**config.mk**
```make
export PLATFORM = sky130hd
export DESIGN_NAME = pe_ws_dbuf
export DESIGN_NICKNAME = d
export VERILOG_FILES = /design/src/rtl/pe_pkg.sv /design/src/rtl/pe_sat_add.sv /design/src/rtl/pe_ws_dbuf.sv
export SDC_FILE = /design/constraint.sdc
export NUM_CORES = 1
export LEC_CHECK = 0
export CAP_MARGIN = 20
export CORE_MARGIN = 2
export CORE_UTILIZATION = 59
export CTS_BUF_LIST = sky130_fd_sc_hd__clkbuf_8
export CTS_CLUSTER_DIAMETER = 120
export DETAILED_ROUTE_END_ITERATION = 6
export PLACE_DENSITY_LB_ADDON = 0.25
export SLEW_MARGIN = 20
export SYNTH_ARGS = -nofsm -noshare
export SYNTH_HDL_FRONTEND = slang
export SYNTH_SLANG_ARGS = --single-unit
```
**constraint.sdc**
```tcl
create_clock -name clk -period 8.7 [get_ports clk]
set_clock_uncertainty 0.05 [all_clocks]
set_input_delay 1.305 -clock clk [delete_from_list [all_inputs] [get_ports clk]]
set_output_delay 1.305 -clock clk [all_outputs]
set_load 0.01 [all_outputs]
```
**src/rtl/pe_pkg.sv**
```systemverilog
// Shared definitions for the weight-stationary PE family: array-wide width
// defaults, the PE operating-mode enum and saturation-limit helpers.
package pe_pkg;

  // Defaults used by every cell of the systolic array.
  localparam int PE_DATA_W     = 8;
  localparam int PE_DATA_W_OUT = 32;

  // Width of the value returned by the limit helpers; callers cast down.
  localparam int PE_LIMIT_W = 64;

  typedef enum logic {
    PE_PASS = 1'b0,
    PE_ACC  = 1'b1
  } pe_mode_e;

  // Largest representable value of a width-bit number, as a bit pattern.
  function automatic logic [PE_LIMIT_W-1:0] sat_max(input int width, input bit is_signed);
    if (is_signed) begin
      return (64'd1 << (width - 1)) - 64'd1;
    end
    return (64'd1 << width) - 64'd1;
  endfunction

  // Smallest representable value of a width-bit number, as a bit pattern
  // in the low width bits (only the sign bit set for two's complement).
  function automatic logic [PE_LIMIT_W-1:0] sat_min(input int width, input bit is_signed);
    if (is_signed) begin
      return 64'd1 << (width - 1);
    end
    return 64'd0;
  endfunction

endpackage

```
**src/rtl/pe_sat_add.sv**
```systemverilog
// Combinational adder with one guard bit. Flags results that fall outside
// the W-bit range and either clamps them to the nearest limit or lets them
// wrap modulo 2^W.
module pe_sat_add
  import pe_pkg::*;
#(
  parameter int W        = PE_DATA_W_OUT,
  parameter bit SIGNED   = 1'b1,
  parameter bit SATURATE = 1'b1
) (
  input  logic [W-1:0] i_a,
  input  logic [W-1:0] i_b,
  output logic [W-1:0] o_sum,
  output logic         o_ovf
);

  localparam logic [W-1:0] MAX_V = W'(sat_max(W, SIGNED));
  localparam logic [W-1:0] MIN_V = W'(sat_min(W, SIGNED));

  logic [W:0] w_a_ext;
  logic [W:0] w_b_ext;
  logic [W:0] w_sum_wide;

  // The extra bit holds the true sign (signed) or carry (unsigned).
  assign w_a_ext    = {SIGNED & i_a[W-1], i_a};
  assign w_b_ext    = {SIGNED & i_b[W-1], i_b};
  assign w_sum_wide = w_a_ext + w_b_ext;

  // Signed: guard bit disagreeing with the W-bit sign means out of range.
  assign o_ovf = SIGNED ? (w_sum_wide[W] ^ w_sum_wide[W-1]) : w_sum_wide[W];

  // Clamp toward the side the true result lies on, or pass the wrapped bits.
  always_comb begin
    o_sum = w_sum_wide[W-1:0];
    if (SATURATE && o_ovf) begin
      if (SIGNED && w_sum_wide[W]) begin
        o_sum = MIN_V;
      end else begin
        o_sum = MAX_V;
      end
    end
  end

endmodule

```
**src/rtl/pe_ws_dbuf.sv**
```systemverilog
// Weight-stationary systolic PE with a shadow/active weight pair, optional
// local accumulation with explicit drain, and a sticky overflow flag.
// Activations move right, partial sums move down, both one cycle per hop.
module pe_ws_dbuf
  import pe_pkg::*;
#(
  parameter int DATA_W     = PE_DATA_W,
  parameter int DATA_W_OUT = PE_DATA_W_OUT,
  parameter bit SIGNED     = 1'b1,
  parameter bit SATURATE   = 1'b1
) (
  input  logic                  clk,
  input  logic                  rst_n,
  input  logic                  valid_in,
  input  logic [DATA_W-1:0]     in_act,
  input  logic [DATA_W_OUT-1:0] in_psum,
  input  logic                  w_load,
  input  logic [DATA_W-1:0]     w_data,
  input  logic                  w_swap,
  input  logic                  acc_mode,
  input  logic                  acc_clear,
  input  logic                  drain,
  output logic [DATA_W-1:0]     out_act,
  output logic                  act_valid_out,
  output logic [DATA_W_OUT-1:0] out_psum,
  output logic                  valid_out,
  output logic                  shadow_full,
  output logic                  overflow
);

  localparam int PROD_W = 2 * DATA_W;

  logic [DATA_W-1:0]     r_w_active;
  logic [DATA_W-1:0]     r_w_shadow;
  logic                  r_shadow_full;
  logic [DATA_W_OUT-1:0] r_acc;
  logic                  r_overflow;
  logic [DATA_W-1:0]     r_out_act;
  logic                  r_act_valid;
  logic [DATA_W_OUT-1:0] r_out_psum;
  logic                  r_valid_out;

  pe_mode_e              w_mode;
  logic                  w_is_acc;
  logic [PROD_W-1:0]     w_act_ext;
  logic [PROD_W-1:0]     w_wt_ext;
  logic [PROD_W-1:0]     w_prod;
  logic [DATA_W_OUT-1:0] w_prod_ext;
  logic [DATA_W_OUT-1:0] w_add_a;
  logic [DATA_W_OUT-1:0] w_add_b;
  logic [DATA_W_OUT-1:0] w_sum;
  logic                  w_sum_ovf;
  logic                  w_swap_ok;
  logic                  w_emit;
  logic                  w_add_used;

  assign w_mode   = acc_mode ? PE_ACC : PE_PASS;
  assign w_is_acc = (w_mode == PE_ACC);

  // Operands are extended to the product width first, so the low PROD_W
  // bits of a plain multiply are exact for both signed and unsigned data.
  assign w_act_ext  = {{DATA_W{SIGNED & in_act[DATA_W-1]}}, in_act};
  assign w_wt_ext   = {{DATA_W{SIGNED & r_w_active[DATA_W-1]}}, r_w_active};
  assign w_prod     = w_act_ext * w_wt_ext;
  assign w_prod_ext = {{(DATA_W_OUT-PROD_W){SIGNED & w_prod[PROD_W-1]}}, w_prod};

  // One adder serves both modes: the base is the accumulator or the
  // incoming psum, and the product only joins when an operand is valid
  // (a drain without valid_in emits the accumulator as is).
  assign w_add_a = w_is_acc ? r_acc : in_psum;
  assign w_add_b = valid_in ? w_prod_ext : '0;

  pe_sat_add #(
    .W        (DATA_W_OUT),
    .SIGNED   (SIGNED),
    .SATURATE (SATURATE)
  ) u_sat_add (
    .i_a   (w_add_a),
    .i_b   (w_add_b),
    .o_sum (w_sum),
    .o_ovf (w_sum_ovf)
  );

  assign w_swap_ok  = w_swap & r_shadow_full;
  assign w_emit     = w_is_acc ? drain : valid_in;
  // The adder result only matters (and may only raise overflow) when it
  // lands somewhere: an output, or the accumulator.
  assign w_add_used = valid_in | (w_is_acc & drain);

  // Weight double buffer: a swap promotes the pre-edge shadow, so a
  // simultaneous load refills the shadow and keeps it marked full.
  always_ff @(posedge clk or negedge rst_n) begin
    if (!rst_n) begin
      r_w_active    <= '0;
      r_w_shadow    <= '0;
      r_shadow_full <= 1'b0;
    end else begin
      if (w_swap_ok) begin
        r_w_active <= r_w_shadow;
      end
      if (w_load) begin
        r_w_shadow    <= w_data;
        r_shadow_full <= 1'b1;
      end else if (w_swap_ok) begin
        r_shadow_full <= 1'b0;
      end
    end
  end

  // Local accumulator: cleared by acc_clear or by being drained.
  always_ff @(posedge clk or negedge rst_n) begin
    if (!rst_n) begin
      r_acc <= '0;
    end else if (acc_clear || (w_is_acc && drain)) begin
      r_acc <= '0;
    end else if (w_is_acc && valid_in) begin
      r_acc <= w_sum;
    end
  end

  // Sticky overflow: set by any used out-of-range sum, cleared by acc_clear.
  always_ff @(posedge clk or negedge rst_n) begin
    if (!rst_n) begin
      r_overflow <= 1'b0;
    end else if (acc_clear) begin
      r_overflow <= 1'b0;
    end else if (w_add_used && w_sum_ovf) begin
      r_overflow <= 1'b1;
    end
  end

  // Psum output register: value holds between single-cycle valid pulses.
  always_ff @(posedge clk or negedge rst_n) begin
    if (!rst_n) begin
      r_out_psum  <= '0;
      r_valid_out <= 1'b0;
    end else begin
      r_valid_out <= w_emit;
      if (w_emit) begin
        r_out_psum <= w_sum;
      end
    end
  end

  // Activation forwarding to the right-hand neighbour.
  always_ff @(posedge clk or negedge rst_n) begin
    if (!rst_n) begin
      r_out_act   <= '0;
      r_act_valid <= 1'b0;
    end else begin
      r_act_valid <= valid_in;
      if (valid_in) begin
        r_out_act <= in_act;
      end
    end
  end

  assign out_act       = r_out_act;
  assign act_valid_out = r_act_valid;
  assign out_psum      = r_out_psum;
  assign valid_out     = r_valid_out;
  assign shadow_full   = r_shadow_full;
  assign overflow      = r_overflow;

endmodule
```
## After elaboration in Yosys (flattened, before gate mapping)

Cells that the tools add are included.
Widths: inputs -> output; s select.

| storage, ports and cells | value |
|---|---|
| word-level logic and storage cells | 34 |
| flip-flop bits (word level) | 92 |

| operators by class | value |
|---|---|
| multiplexer cells | 12 |
| multipliers | 1 |
| $add $sub $neg | 1 |
| reduce and logical (&&, ||, !) cells | 7 |
| bitwise operators | 4 |

Operators by type and width:

| cell | count |
|---|---|
| $mux 32 | 6 |
| $add 32x32->33 | 1 |
| $mul 8x8->16 | 1 |
| $mux 1 | 6 |
| $reduce_bool 2->1 | 3 |
| $logic_and 1x1->1 | 3 |
| $and 1x1->1 | 2 |
| $logic_or 1x1->1 | 1 |
| $or 1x1->1 | 1 |
| $xor 1x1->1 | 1 |

## Depth between registers and ports, before layout

| logic depth | value |
|---|---|
| depth in word-level cells | 7 |
| mapped depth | 30 |
| mapped depth without buffers | 27 |

## Hierarchy

A second synthesis with hierarchy kept.

| unflattened totals | value |
|---|---|
| cell total of the unflattened synthesis | 904 |
| area total of the unflattened synthesis | 8744.6 um^2 |

Modules (own cells, without submodules):

| module | cells an instance | area each (um^2) | instances |
|---|---|---|---|
| pe_ws_dbuf | 614 | 6636.4 | 1 |
| pe_sat_add | 290 | 2108.3 | 1 |

## Worst setup path after synthesis

Ideal clock, no wire load.

| timing | value |
|---|---|
| path type | input port to flip-flop |
| start point | in in_act[7] |
| end point | reg r_acc[17] |
| cell stages on the path | 26 |
| path slack | 746 ps |
| required time | 8524 ps |
| arrival time | 7778 ps |
| library setup time | 126 ps |
| cell sequence | clkbuf_1 nand2_1 fa_1 inv_1 fa_1 fa_1 inv_1 fa_1 inv_1 ha_1 a21oi_1 o21ai_0 a41oi_1 a21oi_1 xnor2_1 and2_1 ha_1 nand4_1 or3_1 o41ai_4 o21a_4 mux2_4 and2_4 buf_6 buf_6 a221o_1 |

| on the way | value |
|---|---|
| longest elaborated chain between the ends | 7 |
| elaborated cells between the ends (all ways) | 8 |
| classes of those cells | add/sub (1); mul (1); mux (5); bitwise (1) |

RTL lines:

| item | RTL line | source |
|---|---|---|
| start: declaration | pe_ws_dbuf.sv:15 | `input logic [DATA_W-1:0] in_act,` |
| $mul 8x8->16 * | pe_ws_dbuf.sv:64 | `assign w_prod = w_act_ext * w_wt_ext;` |
| $mux 32 * | pe_ws_dbuf.sv:71 | `assign w_add_b = valid_in ? w_prod_ext : '0;` |
| $add 32x32->33 * | pe_sat_add.sv:27 | `assign w_sum_wide = w_a_ext + w_b_ext;` |
| $mux 32 or $xor 1x1->1 (tied branches) | pe_sat_add.sv:36, pe_sat_add.sv:30 |  |
| $mux 32 * | pe_sat_add.sv:35 | `if (SATURATE && o_ovf) begin` |
| $mux 32 * | pe_ws_dbuf.sv:116 | `end else if (w_is_acc && valid_in) begin` |
| $mux 32 * | pe_ws_dbuf.sv:114 | `end else if (acc_clear \|\| (w_is_acc && drain)) begin` |
| end signal: assignment | pe_ws_dbuf.sv:117 | `r_acc <= w_sum;` |
| end: declaration | pe_ws_dbuf.sv:36 | `logic [DATA_W_OUT-1:0] r_acc;` |

Every way passes the cells marked *; elsewhere a longest branch is shown, timed or not. The select of a mux whose other input is x is not followed.
A chain may end at the register's enable or synchronous reset.

## Worst setup path in the final report

| timing | value |
|---|---|
| start point | in in_act[4] |
| end point | reg r_acc[18] |

The elaborated chain is that of the path after synthesis.

==> results_dict.tcl <==
set metrics [dict create \
    yosysSeqAreaShare_pct 27.4 \
    crit_family "adder cells" \
    synth_fp_nets 1070 \
    synth_top_cells_by_count "inv_1, dfrtp_1, a21oi_1, nand2_1, ha_1" \
    die_w_um 123 \
    crit_start "in_act[4]" \
    ys_seq_elements 92 \
    final_cell_count_no_fill 1236 \
    grtUsageTotal_pct 28.6 \
    n_antenna_cell 0 \
    overflow 0 \
    hold_path_class "flop to flop" \
    first_global_vias 6941 \
    placement.io_buffers 99 \
    routed_via_density 5.72 \
    cts_buffers 9 \
    clkTransAtPathRegs_ns 0.10 \
    finalMaxSlewViolations 0 \
    relSlewSlack_pct 37.5 \
    stdcell_area_um2 10300 \
    drtPass1Iterations 7 \
    async_reset_ff_share_pct 100 \
    wl_per_cell_um 16.5 \
    final_util_pct 73.9 \
    yosys_warnings 0 \
    critPathRequiredTime_ns 8.92 \
    worst_r2r_path_depth 28 \
    cts_buffer_depth 2 \
    io_pins 100 \
    syn_area_per_cell_um2 9.37 \
    core_area_um2 13900 \
    ys_types 68 \
    netlist_instances 897 \
    start_kind "input pin" \
    synth_edf_count 0 \
    initial_core_util_pct 60.6 \
    ant_nets 0 \
    worst_slew_pin_slew_ns 0.937 \
    gp_congestion 0.933 \
    layout.nets 1224 \
    dieArea_um2 15200 \
    fp.dieH_um 123 \
    post-synth-top-area-fraction_pct 27.4 \
    cp-end-kind "flop" \
    crit_buf_inv 7 \
    clk_latency_ns 0.40 \
    finalSetupViolCount 0 \
    drc 0 \
    maxCapViolCount 0 \
    synthTopCellsByArea "dfrtp_1, fa_1, ha_1" \
    finalCritPeriodShare_pct 94.6 \
    cp_data_arrival_time_ns 8.46 \
    vias 7071 \
    slowest_delay_ns 0.53 \
    grt_pass1_wl_um 34000 \
    first_iter_violations 443 \
    grt_max_degree 75 \
    syn_area_um2 8410 \
    holdBufCountCts 0 \
    dp.cells 1220 \
    hpwl_um 15700 \
    synth_ff_type "dfrtp_1" \
    path_max_fanout 18 \
    rows 43 \
    syn_to_final_growth_pct 22.0 \
    r2r_start "r_w_active[4]" \
    hold_viol_final 0 \
    cts_tree "done" \
    crit_slowest_cell "clkdlybuf4s50_1" \
    status "complete, no violations" \
    layout-drive-gt1-share_pct 16.3 \
    clock-sinks 92 \
    fmax_mhz 121 \
    wirelength_um 20400 \
    period_minus_slack_ns 8.23 \
    crit_type "input pin to flop" \
    rsz0062_at_grt "false" \
    antenna_found_initial 0 \
    placedInstanceArea_um2 10100 \
    cts-root-buf "clkbuf_8" \
    htreeDepth 3 \
    min_delay_path_depth 1 \
    hp-start "r_acc[31]" \
    yosys.cell_count.top_type "inv_1" \
    cp_num_cells 29 \
    netlist.top_cell.by_area "dfrtp_1" \
]
[final cells by class]
cell class,instances,area (µm²)
Clock buffer,9,124
Clock inverter,7,68.8
Fill cell,1073,3630
Inverter,93,349
Multi-Input combinational cell,678,5600
Sequential cell,92,2300
Tap cell,180,225
Timing Repair Buffer,177,1590
[final timing paths]
kind,end,slack (ns)
max,r_acc[18],0.47
min reg2reg,r_acc[31],0.45
min in group asynchronous,out_act[7],0.72
max reg2reg,r_acc[18],1.38
min,r_acc[31],0.45
max in group asynchronous,out_psum[8],6.67
[state kept, by name, indices dropped and copies added, names as in the netlist]
signal,cells
act_valid_out,1
overflow,1
r_acc,32
r_w_active,8
r_w_shadow,8
out_psum,32
shadow_full,1
valid_out,1
out_act,8
[through the flow]
step	TNS [ns]	setup WS [ns]	hold slack, ns
6_report	0	0.466	0.451
3_3_place_gp	-3.00	-0.132	0.406
5_1_grt	0	0.0459	0.472
3_5_place_dp	-6.64	-0.245	0.423
2_1_floorplan	0	0.746	0.394
4_1_cts	0	0.160	0.449
[layer usage]
| metal | up-vias | GRT usage [%] | part of all wire, % |
|---|---|---|---|
| li1 | 3399 | - | - |
| met1 | 3434 | 41.9 | 47 |
| met2 | 218 | 44.9 | 45 |
| met3 | 20 | 3.78 | 5.8 |
| met4 | 0 | 7.67 | 1.6 |
| met5 | - | 0 | 0 |
[kinds of logic after synthesis]
logic type               share of synthesized area, %
AO/OA/AOI/OAI                                    16.8
XOR/XNOR                                         4.57
adder cells (fa/ha/maj)                          22.4
buffers and inverters                            6.16
flip-flops                                       27.4
multiplexers                                     8.07
AND/OR/NAND/NOR                                  14.6
[cell usage in the layout (no fill, tap or decap), types with 6 or more instances in the layout]
cell type / netlist / routed
clkdlybuf4s50_1: 0 / 98
inv_1: 93 / 93
dfrtp_1: 92 / 92
a21oi_1: 79 / 79
nand2_1: 78 / 78
buf_4: 1 / 78
ha_1: 61 / 61
mux2_2: 58 / 58
and2_1: 57 / 56
nor2_1: 57 / 56
fa_1: 56 / 56
o21ai_0: 30 / 30
xnor2_1: 30 / 30
a221o_1: 18 / 18
a21o_1: 16 / 16
o211ai_1: 16 / 16
xor2_1: 12 / 12
nand3_1: 11 / 11
nor2b_1: 10 / 9
clkbuf_8: 0 / 9
nor3_1: 7 / 7
and3_1: 6 / 6
[repair_timing]
item,CTS,global route
gates resized for setup,0,1
endpoints found under the setup margin,0,33
buffers inserted,0,0
Power is left out: the tool's default activity adds up to more than one toggle a clock period on the data nets, which glitch-free logic cannot reach.
